===== src/rtl/mem_stage_ctrl.sv =====
// mem_stage_ctrl: MEM-stage sequencer for single and indirect data-memory accesses,
// producing handshake strobes, address mux select, byte enables, trap PC select and stall.
module mem_stage_ctrl #(
  parameter int CNT_W = 16
) (
  input  logic             clk,
  input  logic             reset_n,
  input  logic             valid_in,
  input  logic [2:0]       mem_op,
  input  logic [3:0]       addr_lo,
  input  logic             dmem_resp,
  output logic             mem_addr_mux_sel,
  output logic             ind_load,
  output logic             dmem_read,
  output logic             dmem_write,
  output logic [15:0]      dmem_byte_enable,
  output logic [1:0]       newpcmux_sel,
  output logic             trap_pc_load,
  output logic             stall,
  output logic             done,
  output logic [CNT_W-1:0] stall_count
);
  localparam logic [2:0] OP_STW = 3'b011, OP_STB = 3'b100, OP_LDI = 3'b101,
                         OP_STI = 3'b110, OP_TRAP = 3'b111;
  typedef enum logic [2:0] {IDLE, ACC1, IND, ACC2, DONE} state_t;
  state_t     state;
  logic [2:0] op;
  logic       is_mem, is_store, is_ind;
  assign is_mem   = valid_in && mem_op != 3'b000;
  assign is_store = op == OP_STW || op == OP_STB;
  assign is_ind   = op == OP_LDI || op == OP_STI;
  // op is latched on leaving IDLE so the frozen pipeline's inputs never matter mid-sequence
  always_ff @(posedge clk or negedge reset_n) begin
    if (!reset_n) begin
      state       <= IDLE;
      op          <= 3'b000;
      stall_count <= '0;
    end else begin
      if (stall && stall_count != '1) stall_count <= stall_count + CNT_W'(1);
      case (state)
        IDLE: if (is_mem) begin
          state <= ACC1;
          op    <= mem_op;
        end
        ACC1:    if (dmem_resp) state <= is_ind ? IND : DONE;
        IND:     state <= ACC2;
        ACC2:    if (dmem_resp) state <= DONE;
        default: state <= IDLE;
      endcase
    end
  end
  always_comb begin
    dmem_read        = (state == ACC1 && !is_store) || (state == ACC2 && op == OP_LDI);
    dmem_write       = (state == ACC1 && is_store) || (state == ACC2 && op == OP_STI);
    mem_addr_mux_sel = state == ACC2 || (state == DONE && is_ind);
    ind_load         = state == IND;
    done             = state == DONE;
    trap_pc_load     = state == DONE && op == OP_TRAP;
    newpcmux_sel     = trap_pc_load ? 2'b10 : 2'b00;
    stall            = state == ACC1 || state == IND || state == ACC2 || (state == IDLE && is_mem);
    dmem_byte_enable = !dmem_write ? 16'h0000 :
                       (state == ACC1 && op == OP_STB) ? 16'h0001 << addr_lo :
                       16'h0003 << {addr_lo[3:1], 1'b0};
  end
endmodule

===== config.mk =====
export PLATFORM = sky130hd
export DESIGN_NAME = mem_stage_ctrl
export DESIGN_NICKNAME = d
export VERILOG_FILES = /design/src/rtl/mem_stage_ctrl.sv
export SDC_FILE = /design/constraint.sdc
export NUM_CORES = 1
export LEC_CHECK = 0
export BUFFER_PORTS_ARGS = -buffer_cell sky130_fd_sc_hd__buf_2
export CAP_MARGIN = 20
export CORE_MARGIN = 10
export CORE_UTILIZATION = 45
export CTS_CLUSTER_DIAMETER = 50
export DETAILED_ROUTE_END_ITERATION = 8
export HOLD_SLACK_MARGIN = 0.02
export PLACE_DENSITY = 0.73
export SLEW_MARGIN = 25
export SYNTH_ARGS = -nofsm -noshare
export SYNTH_HDL_FRONTEND = slang
export SYNTH_SLANG_ARGS = --single-unit

===== constraint.sdc =====
create_clock -name clk -period 1.99 [get_ports clk]
set_input_delay 0.0995 -clock clk [delete_from_list [all_inputs] [get_ports clk]]
set_output_delay 0.0995 -clock clk [all_outputs]
set_load 0.02 [all_outputs]

==> metrics.csv <==
stage,metric,value,unit
cts,htree_levels,1,
layout,antenna_cells,0,
floorplan,die_area,5908,um2
cts,numCtsBuffers,3,
placement,gp_congestion,0.8110,
global_route,gr-total-overflow,0,
detailed_routing,wl_met3,357,um
synthesis,ys_seq_area_frac,0.3783,
setup_path,endpoint_kind,output port,
pwr,p_per_area,1399,nW/um2
detailed_routing,via_per_inst,5.805,
detailed_routing,drt_iter0_drc,213,
min_path,min_from,dmem_resp,
detailed_routing,drtPass1Iterations,6,
cts,clock-sinks,22,
setup_path,timing.rr.start,state[1],
floorplan,coreArea,3078,um2
layout,drive_gt1_frac,0.4562,
sta,final_max_slew_viol_count,0,
placement,dp_hpwl,2872,um
global_route,grt_first_pass_wirelength,6389,um
setup_path,r2r_setup_slack,0.14,ns
sta,whs,0.03151,ns
setup_path,cp-start-kind,flop,
setup_path,path_max_fanout,8,
setup_path,critPathArrivalTime,2.02,ns
setup_path,path_cells,or3b_4 > a21boi_4 > o21ai_4 > nor3_1 > buf_4,
min_path,hp-class,in2reg,
status,status,"finished, violations left",
detailed_routing,route.met2.wl,2351,um
setup_path,required,1.89,ns
synthesis,synthesis.nets,170,
detailed_routing,wl_per_cell,17.92,um
synthesis,yosys_warnings,0,
detailed_routing,routed_wl,4678,um
synthesis,synth_common_cells,"dfrtp_1 (22), nor3_1 (17), xor2_1 (11), nand2_1 (10), nand3_1 (10)",
global_route,grt_usage,0.1251,
global_route,grt_max_degree,23,
synthesis,synth_area,1455,um2
setup_path,slowest_stage,dfrtp_2,
synthesis,syn_area_per_cell,9.210,um2
layout,fin_area,2033,um2
synthesis,ys_ff_latch,22,
sta,postLayoutSetupSlackWorst,-0.1305,ns
setup_path,rr_worst_depth,6,
global_route,grt_pass1_vias,1348,
synthesis,synthCells,158,
setup_path,crit_type,reg2out,
synthesis,synth_ff_type,dfrtp_1,
min_path,hold_end,state[0],
global_route,antenna_found_initial,0,
layout,area_growth,39.72,%
cts,clockBufferDepth,2,
floorplan,start_util,0.4728,
placement,numPortBuffers,50,
synthesis,async_flop_share,1.000,
floorplan,io-pin-count,52,
pwr,p_leak,0.0008700,uW
sta,setup_violations,17,
setup_path,cp_slowest_stage_delay,0.46,ns
sta,period_share,1.066,
detailed_routing,antenna_left,0,
floorplan,dieHeight,76.87,um
sta,clock.fmax,0.4716,GHz
setup_path,r2r-end,stall_count[10],
detailed_routing,met1Wirelength,1798,um
cts,clock_latency,0.31,ns
sta,hold_viol,0,
floorplan,dieWidth,76.87,um
job,maxCapViolations,0,
pwr,ir_worst_vdd,0.8563,mV
sta,rsz0062_at_grt,true,
placement,dp_cells,242,
sta,fin_skew,0.004228,ns
detailed_routing,route.detailed.drc,0,
synthesis,yosysMostFrequentCell,dfrtp_1,
sta,final.min_clock_period,2.120,ns
cts,path_clk_slew,0.12,ns
synthesis,synth_cell_types,45,
placement,pre_cts_ws,0.04215,ns
layout,fillCellCount,240,
cts,cts_tree,built,
pwr,p_total,2845,uW
detailed_routing,vias,1515,
min_path,holdPathStages,2,
status,failed_checks,negative setup slack,
placement,post_dp_cell_area,1697,um2
detailed_routing,highest_layer,met4,
synthesis,yosys.area.top_type,dfrtp_1,
synthesis,synth_area_leaders,"dfrtp_1 (38%), xor2_1 (6.6%), nor3_1 (5.8%)",
floorplan,num_rows,20,
layout,layout.nets,230,
layout,final_cells,261,
synthesis,yosys.area.top_type_share,0.3783,
synthesis,synth_edf_count,0,
cts,root_buffer,clkbuf_4,
## worst max-delay path: cells and delay by family, from the launching register on
family	cells	cell delay (ns)
and+or+nand+nor	2	0.64
AOI/OAI and AO/OA	2	0.42
DFF	1	0.46
buffers and inverters	1	0.19
## sequential cells by signal (all words and copies together), names as in the netlist
name / flops
op: 3
stall_count: 16
state: 3
## cell usage in the layout, fill, tap and decap left out, types with 5 or more instances in the layout
cell type,synthesis,routed
dfrtp_1,22,19
nand3_1,10,10
nor2_1,7,7
nor3_1,17,10
nor4_2,1,5
and4_1,5,5
xor2_1,11,11
buf_2,3,36
nor3_2,0,7
nand2_1,10,10
nor4_1,9,5
nand4_1,7,7
buf_4,4,25
## how the worst max path moves through the flow
stage	start	end	slack, ns	cells past startpoint
global route	state[1]	dmem_byte_enable[8]	-0.24	5
CTS	state[1]	dmem_byte_enable[9]	-0.04	5
global placement	state[1]	dmem_byte_enable[0]	0.18	5
finish	state[1]	dmem_byte_enable[8]	-0.13	5
detailed placement	state[1]	dmem_byte_enable[3]	0.04	5
floorplan	state[1]	dmem_byte_enable[0]	0.02	5
## cell type report
class / count / area (um2) / area share
clock buffers: 4 / 36.28 / 0.01785
inverters: 4 / 15.01 / 0.007385
multi-input cells: 122 / 943.4 / 0.4640
flip-flops and latches: 22 / 554.3 / 0.2726
well taps: 44 / 55.05 / 0.02708
repair buffers: 65 / 429.2 / 0.2111
## what timing repair did
action,4_1_cts,5_1_grt
setup buffers,6,6
hold endpoints to repair,22,0
hold buffers,1,0
setup endpoints to repair,16,18
resized for setup,19,20
pin swaps,12,8
gates cloned,2,0
## logic make-up (layout without fill, tap and decap cells)
logic type      after synthesis  in the layout  synth area share
compound gates               12             14           0.06364
xor+xnor                     14             14           0.08427
fa+ha+maj                     1              1          0.008597
buf+inv                      16             73           0.06448
flops                        22             22            0.3783
mux                           5              5           0.03869
other cells                   1              1          0.002577
simple gates                 87             87            0.3594
## per-stage QoR
step	TNS (ns)	util
global placement	0	0.5512
floorplan	0	-
detailed placement	0	0.5512
CTS	-0.2614	0.6154
finish	-0.9958	0.6606
global route	-2.205	0.6606
## routing by layer
layer | GRT usage | up-vias
met5 | 0 | -
li1 | - | 699
met2 | 0.2159 | 75
met3 | 0.03147 | 17
met1 | 0.1513 | 724
met4 | 0.02788 | 0
## power by group
part	internal, uW	leakage (uW)	switching (uW)	total, uW
logic	727	0.000599	973	1700
registers	629	0.000250	270	899
clock network	112	0.0000210	134	245
Note: power is estimated with default switching activity, not from simulation.
